$ cat src/rtl/gray_pkg.sv
// Shared Gray/binary helpers. Functions operate on GRAY_MAX_W-bit words;
// callers zero-extend inputs and truncate results.
package gray_pkg;

    localparam int GRAY_MAX_W = 32;

    function automatic logic [GRAY_MAX_W-1:0] bin2gray(input logic [GRAY_MAX_W-1:0] b);
        return b ^ (b >> 1);
    endfunction

    function automatic logic [GRAY_MAX_W-1:0] gray2bin(input logic [GRAY_MAX_W-1:0] g);
        logic [GRAY_MAX_W-1:0] b;
        b[GRAY_MAX_W-1] = g[GRAY_MAX_W-1];
        for (int i = GRAY_MAX_W-2; i >= 0; i--) begin
            b[i] = b[i+1] ^ g[i];
        end
        return b;
    endfunction

endpackage

$ cat src/rtl/gray2bin_n.sv
// Combinational Gray-to-binary converter: each binary bit is the XOR of
// all Gray bits at or above its position.
module gray2bin_n #(
    parameter int WIDTH = 4
) (
    input  logic [WIDTH-1:0] gray_i,
    output logic [WIDTH-1:0] bin_o
);

    for (genvar i = 0; i < WIDTH; i++) begin : g_bit
        assign bin_o[i] = ^gray_i[WIDTH-1:i];
    end

endmodule

$ cat src/rtl/gray_counter_conv.sv
// Up/down Gray counter with registered binary mirror, Gray parallel load,
// wrap/saturate ends, plus an independent 1-cycle Gray-to-binary channel.
module gray_counter_conv
    import gray_pkg::*;
#(
    parameter int WIDTH = 4,
    parameter bit WRAP  = 1'b1
) (
    input  logic             clk,
    input  logic             rst_n,
    input  logic             en,
    input  logic             dir,
    input  logic             load,
    input  logic [WIDTH-1:0] load_gray,
    output logic [WIDTH-1:0] gray_q,
    output logic [WIDTH-1:0] bin_q,
    output logic             tc,
    output logic             bound_o,
    input  logic             cv_valid_i,
    input  logic [WIDTH-1:0] cv_gray_i,
    output logic             cv_valid_o,
    output logic [WIDTH-1:0] cv_bin_o
);

    localparam logic [WIDTH-1:0] BIN_MAX = '1;
    localparam logic [WIDTH-1:0] BIN_MIN = '0;

    logic [WIDTH-1:0] load_bin;
    logic [WIDTH-1:0] cv_bin_d;
    logic [WIDTH-1:0] bin_d;
    logic [WIDTH-1:0] gray_d;
    logic             bound_d;

    gray2bin_n #(.WIDTH(WIDTH)) u_load_conv (
        .gray_i (load_gray),
        .bin_o  (load_bin)
    );

    gray2bin_n #(.WIDTH(WIDTH)) u_cv_conv (
        .gray_i (cv_gray_i),
        .bin_o  (cv_bin_d)
    );

    always_comb begin
        bin_d   = bin_q;
        bound_d = 1'b0;
        if (load) begin
            bin_d = load_bin;
        end else if (en) begin
            if (dir) begin
                if (bin_q != BIN_MAX) begin
                    bin_d = bin_q + 1'b1;
                end else begin
                    bound_d = 1'b1;
                    if (WRAP) bin_d = BIN_MIN;
                end
            end else begin
                if (bin_q != BIN_MIN) begin
                    bin_d = bin_q - 1'b1;
                end else begin
                    bound_d = 1'b1;
                    if (WRAP) bin_d = BIN_MAX;
                end
            end
        end
    end

    // Gray is derived from the same next-state binary so both registers agree every cycle.
    assign gray_d = WIDTH'(bin2gray(GRAY_MAX_W'(bin_d)));

    assign tc = en & ((dir & (bin_q == BIN_MAX)) | (~dir & (bin_q == BIN_MIN)));

    always_ff @(posedge clk or negedge rst_n) begin
        if (!rst_n) begin
            bin_q   <= '0;
            gray_q  <= '0;
            bound_o <= 1'b0;
        end else begin
            bin_q   <= bin_d;
            gray_q  <= gray_d;
            bound_o <= bound_d;
        end
    end

    always_ff @(posedge clk or negedge rst_n) begin
        if (!rst_n) begin
            cv_valid_o <= 1'b0;
            cv_bin_o   <= '0;
        end else begin
            cv_valid_o <= cv_valid_i;
            if (cv_valid_i) cv_bin_o <= cv_bin_d;
        end
    end

endmodule

$ cat config.mk
export PLATFORM = sky130hd
export DESIGN_NAME = gray_counter_conv
export DESIGN_NICKNAME = d
export VERILOG_FILES = /design/src/rtl/gray_pkg.sv /design/src/rtl/gray2bin_n.sv /design/src/rtl/gray_counter_conv.sv
export SDC_FILE = /design/constraint.sdc
export NUM_CORES = 1
export LEC_CHECK = 0
export CORE_UTILIZATION = 41
export DETAILED_ROUTE_END_ITERATION = 10
export GPL_TIMING_DRIVEN = 1
export PLACE_DENSITY = 0.77
export SLEW_MARGIN = 5
export SYNTH_ARGS = -nofsm -noshare
export SYNTH_HDL_FRONTEND = slang
export SYNTH_SLANG_ARGS = --single-unit
$ cat constraint.sdc
create_clock -name clk -period 2.15 [get_ports clk]
set_input_delay 0.43 -clock clk [delete_from_list [all_inputs] [get_ports clk]]
set_output_delay 0.43 -clock clk [all_outputs]
set_load 0.02 [all_outputs]
==> flow_metrics.tcl, run 1 <==
set metrics [dict create \
    fin_skew_ns 0.00518 \
    worstSetupPathType "in -> out" \
    p_leak_nw 0.463 \
    hold_class "reg -> reg" \
    run_status "completed" \
    grt_pass1_vias 515 \
    period_share_pct 99.3 \
    hold_buffers 0 \
    gp_congestion 0.759 \
    place_area_sq_um 1050 \
    tritoncts "built" \
    vias 618 \
    die_h_um 43.1 \
    final_area_sq_um 1100 \
    rsz0062_at_grt "yes" \
    setup-tns-final_ns 0 \
    ys_ff_latch 13 \
    wirelength_um 1590 \
    syn_nets 81 \
    syn2layout_area_growth_pct 59.1 \
    drc 0 \
    clk_pin_slew_ns 0.07 \
    reg2reg_from "bin_q[1]" \
    vias_per_cell 5.11 \
    maxSlewHeadroom_pct 62.0 \
    crit_path_end_kind "output port" \
    ys_seq_area_share_pct 47.0 \
    clk_latency_ns 0.27 \
    setup_viol 0 \
    syn_area_per_cell_sq_um 10.6 \
    syn_area_sq_um 692 \
    hp-start "cv_bin_o[3]" \
    cp-start-kind "input pin" \
    cts-root-buf "clkbuf_4" \
    numCtsBuffers 3 \
    ys_types 28 \
    ioPinCount 29 \
    dieArea_sq_um 1860 \
    grt_max_degree 14 \
    tightest_slew_ns 0.568 \
    power.density_nw_per_um2 822 \
    fillers 123 \
    stdcell_count 121 \
    avgRoutedWirePerCell_um 13.1 \
    initial_core_util_pct 44.9 \
    grtUsageTotal_pct 17.4 \
    die_w_um 43.1 \
    dr.pass1.iters 4 \
    coreArea_sq_um 1540 \
    ys_warn_count 0 \
    hold_violations 0 \
    ir_worst_vdd_uv 626 \
    crit_required_ns 1.72 \
    dp_hpwl_um 1240 \
    fmax_ghz 0.468 \
    netlist_instances 65 \
    placement_rows 14 \
    dp.cells 116 \
    drive_gt1_share_pct 23.8 \
    cts_buffer_depth 2 \
    io_buffers 28 \
    arrival_ns 1.70 \
    ant_nets 0 \
    fin_nets 122 \
    drt_iter0_markers 5 \
    cap_violations 0 \
    grt_overflow 0 \
    n_antenna_cell 0 \
    antenna_found_initial 0 \
    seqCellArea_sq_um 325 \
    min_period_ns 2.13 \
    grt_pass1_wl_um 2300 \
    clkSinkCount 13 \
    critPathLaunch "dir" \
    finalMaxSlewViolations 0 \
    htreeDepth 1 \
    path_max_fanout 2 \
    multi_input_area_sq_um 358 \
]
-- per-stage QoR --
stage / hold WS, ns / power [mW] / utilization (%) / worst slack [ns]
after CTS: 0.513 / 0.892 / 69.6 / 0.00560
after global placement: 0.490 / 0.734 / 68.1 / -0.429
after global routing: 0.535 / 0.961 / 71.4 / -0.0299
final: 0.506 / 0.905 / 71.4 / 0.0155
after floorplan: 0.134 / 0.535 / - / 0.103
after detailed placement: 0.496 / 0.742 / 68.1 / -0.453
-- final cells by class --
cell class	count	area share, %
inverter	3	1.02
clock buffer	4	2.39
timing repair buffer	39	32.7
sequential	13	29.5
multi-input combinational	46	32.5
tap	16	1.82
-- sequential cells by signal, indices dropped and copies added (netlist names) --
name and count:
cv_bin_o 4, gray_q 3, cv_valid_o 1, bin_q 4
bound_o 1
-- worst max-delay path, cell delays in order --
cell,delay (ns)
clkdlybuf4s50_1,0.43
or4b_4,0.52
a21boi_2,0.17
buf_4,0.16
-- what timing repair did --
item / CTS / global route
setup buffers: 0 / 1
pin swaps: 1 / 2
endpoints found under the setup margin: 1 / 1
gates resized for setup: 5 / 6
-- logic make-up after synthesis --
| family | Yosys count | synth area share, % |
|---|---|---|
| XOR/XNOR | 12 | 15.2 |
| buffers and inverters | 6 | 4.16 |
| AO/OA/AOI/OAI | 12 | 11.4 |
| flip-flops | 13 | 47.0 |
| multiplexers | 4 | 6.33 |
| AND/OR/NAND/NOR | 16 | 12.3 |
| adder cells (fa/ha/maj) | 2 | 3.62 |
-- synth_stat cells --
cell type | count | share of area (%)
o21ai_2 | 1 | 1.3
dfrtp_1 | 13 | 47
o21ai_1 | 1 | 0.72
clkbuf_2 | 1 | 0.72
ha_1 | 2 | 3.6
nor2_1 | 4 | 2.2
nand4b_1 | 1 | 1.3
or2b_1 | 1 | 1.1
a21oi_1 | 3 | 2.2
inv_1 | 3 | 1.6
a31oi_1 | 1 | 0.90
a211o_1 | 1 | 1.3
xnor2_1 | 10 | 13
buf_2 | 1 | 0.72
nand2_1 | 5 | 2.7
nor3b_1 | 1 | 1.1
a311oi_1 | 1 | 1.3
xor2_1 | 2 | 2.5
nand3_1 | 1 | 0.72
o21ai_0 | 2 | 1.4
or4b_1 | 1 | 1.4
mux2i_1 | 1 | 1.4
a21boi_0 | 1 | 1.1
nor2b_1 | 1 | 0.90
buf_4 | 1 | 1.1
mux2_2 | 3 | 4.9
nand4_1 | 1 | 0.90
a21oi_2 | 1 | 1.3
-- placed cells by master (no fill, tap or decap), drive strengths merged --
cell type and count:
nor3b 1, inv 3, clkbuf 4, mux2i 1
nand3 1, xor2 2, a21boi 1, xnor2 10
nor2b 1, o21ai 4, nand4b 1, clkdlybuf4s50 27
or4b 1, a211o 1, a21oi 4, nand4 1
buf 12, nand2 5, nor2 4, a31oi 1
or2b 1, a311oi 1, mux2 3, ha 2
dfrtp 13
-- final timing paths --
check | end | slack (ns) | cells after the start
max | tc | 0.02 | 4
min in group asynchronous | bin_q[2] | 0.52 | 1
max reg2reg | gray_q[2] | 0.25 | 9
min | cv_bin_o[3] | 0.51 | 1
max in group asynchronous | bin_q[0] | 1.25 | 1
min reg2reg | cv_bin_o[3] | 0.51 | 1
-- power by group --
| part | internal [mW] | switching (mW) |
|---|---|---|
| Sequential | 0.293 | 0.0197 |
| Clock | 0.0718 | 0.0747 |
| Combinational | 0.234 | 0.212 |
| Total | 0.599 | 0.307 |
-- metal layers --
layer	global-route usage [%]	part of all wire, %	vias up
li1	-	-	301
met1	23.7	43	291
met2	25.4	50	22
met3	6.38	4.1	4
met4	5.45	2.0	0
met5	0	0	-
(Power assumes the default switching activity.)
==> run 2, diff against run 1 <==
--- a/config.mk
+++ b/config.mk
@@ -9,6 +9,7 @@
 export DETAILED_ROUTE_END_ITERATION = 10
 export GPL_TIMING_DRIVEN = 1
 export PLACE_DENSITY = 0.77
+export RECOVER_POWER = 100
 export SLEW_MARGIN = 5
 export SYNTH_ARGS = -nofsm -noshare
 export SYNTH_HDL_FRONTEND = slang
==> run 2 against run 1 <==
Compared with the run above:
- sequential power about the same
- design area unchanged
- cell count unchanged
- combinational power about the same
- sequential share of layout area unchanged
- highest routed layer unchanged
==> flow_metrics.tcl, run 2 (synthesized netlist as in run 1, its figures left out) <==
set metrics [dict create \
    finalMaxSlewViolations 0 \
    place_area_sq_um 1050 \
    min_path_cells 1 \
    clk_latency_ns 0.27 \
    setup-tns-final_ns 0 \
    p_leak_nw 0.463 \
    grtUsageTotal_pct 17.4 \
    tritoncts "built" \
    rsz0062_at_grt "yes" \
    slowest_stage "or4b_4" \
    reg2reg_setup_slack_ns 0.25 \
    grt_pass1_wl_um 2300 \
    fin_nets 122 \
    clk_pin_slew_ns 0.07 \
    fillers 123 \
    grt-busiest-layer "met2" \
    layout_commonest_cell "clkdlybuf4s50_1" \
    hold_violations 0 \
    crit_chain "clkdlybuf4s50_1 > or4b_4 > a21boi_2 > buf_4" \
    ant_nets 0 \
    n_antenna_cell 0 \
    cp-start-kind "input pin" \
    ir_worst_vdd_uv 626 \
    wirelength_um 1590 \
    stdcell_count 121 \
    grt_pass1_vias 515 \
    run_status "completed" \
    syn2layout_area_growth_pct 59.1 \
    vias 618 \
    drive_gt1_share_pct 23.8 \
    hold_end "cv_bin_o[3]" \
    worstSetupPathType "in -> out" \
    gp_congestion 0.759 \
    grt_overflow 0 \
    hold_buffers 0 \
    initial_core_util_pct 44.9 \
    crit_required_ns 1.72 \
    cts_buffer_depth 2 \
    met1_usage_pct 23.7 \
    hp-start "cv_bin_o[3]" \
    htreeDepth 1 \
    period_share_pct 99.3 \
    numCtsBuffers 3 \
    die_h_um 43.1 \
    cap_violations 0 \
    rr_endpoint "gray_q[2]" \
    antenna_found_initial 0 \
    maxSlewHeadroom_pct 61.7 \
    io_buffers 28 \
    coreArea_sq_um 1540 \
    reg2reg_from "bin_q[1]" \
    path_max_fanout 2 \
    arrival_ns 1.70 \
    fmax_ghz 0.468 \
    min_period_ns 2.13 \
    tightest_slew_ns 0.573 \
    final_area_sq_um 1100 \
    avgRoutedWirePerCell_um 13.1 \
    pre_cts_ws_ns -0.453 \
    clkSinkCount 13 \
    dr.pass1.iters 4 \
    reg.largest.list "bin_q (4), cv_bin_o (4), gray_q (3)" \
    finalWorstSetupSlack_ns 0.0155 \
    setup_viol 0 \
    crit_path_end_kind "output port" \
    dp.cells 116 \
    cts-root-buf "clkbuf_4" \
    use_met2_pct 25.4 \
    fin_skew_ns 0.00529 \
    die_w_um 43.1 \
    dp_hpwl_um 1240 \
    vias_per_cell 5.11 \
    dieArea_sq_um 1860 \
    hold_class "reg -> reg" \
    final_cell_mix "24 x clkdlybuf4s50_1, 13 x dfrtp_1, 12 x buf_4" \
    cpPeakStageDelay_ns 0.52 \
    grt_max_degree 14 \
    drc 0 \
    rr_worst_depth 9 \
    placement_rows 14 \
    grtUsageMet3_pct 6.38 \
    ioPinCount 29 \
    power.density_nw_per_um2 821 \
    drt_iter0_markers 5 \
]
-- run 2: cell types whose count changed in the layout (fill, tap and decap cells not counted) --
cell / change
clkdlybuf4s50_1: -3
dlygate4sd3_1: +3
-- run 2: repair_timing --
item / CTS / global route
gates cloned: 0 / 0
pin swaps: 1 / 2
endpoints found under the setup margin: 1 / 1
buffers inserted: 0 / 1
gates resized for setup: 5 / 6
-- run 2: critical path: cells and delay by family --
kind            cells  cell delay [ns]
compound gates      1             0.17
buf+inv             2             0.59
simple gates        1             0.52
-- run 2: layout make-up --
| type | count | area [sq um] | area share (%) |
|---|---|---|---|
| Multi-Input combinational cell | 46 | 358 | 32.5 |
| Tap cell | 16 | 20.0 | 1.82 |
| Inverter | 3 | 11.3 | 1.02 |
| Clock buffer | 4 | 26.3 | 2.39 |
| Sequential cell | 13 | 325 | 29.5 |
| Timing Repair Buffer | 39 | 360 | 32.7 |
-- run 2: through the flow --
stage	util, %	power, mW	hold slack, ns
6_report	71.4	0.904	0.506
4_1_cts	69.6	0.892	0.513
3_3_place_gp	68.1	0.734	0.490
2_1_floorplan	-	0.535	0.134
5_1_grt	71.4	0.960	0.535
3_5_place_dp	68.1	0.742	0.496
-- run 2: how the worst max path moves through the flow --
stage | startpoint | to | cells past startpoint
floorplan | bin_q[0] | tc | 4
global placement | dir | tc | 4
detailed placement | dir | tc | 4
CTS | bin_q[1] | tc | 5
global route | bin_q[1] | tc | 5
finish | dir | tc | 4
-- run 2: report_power, final --
group,internal [mW],switching [mW],total (mW)
logic,0.233,0.212,0.444
registers,0.293,0.0197,0.313
clock network,0.0718,0.0747,0.146
total,0.598,0.306,0.904
-- run 2: routing by layer --
metal	wire length, um	vias up
li1	-	301
met2	800	22
met3	70	4
met4	31	0
met5	0	-
met1	684	291
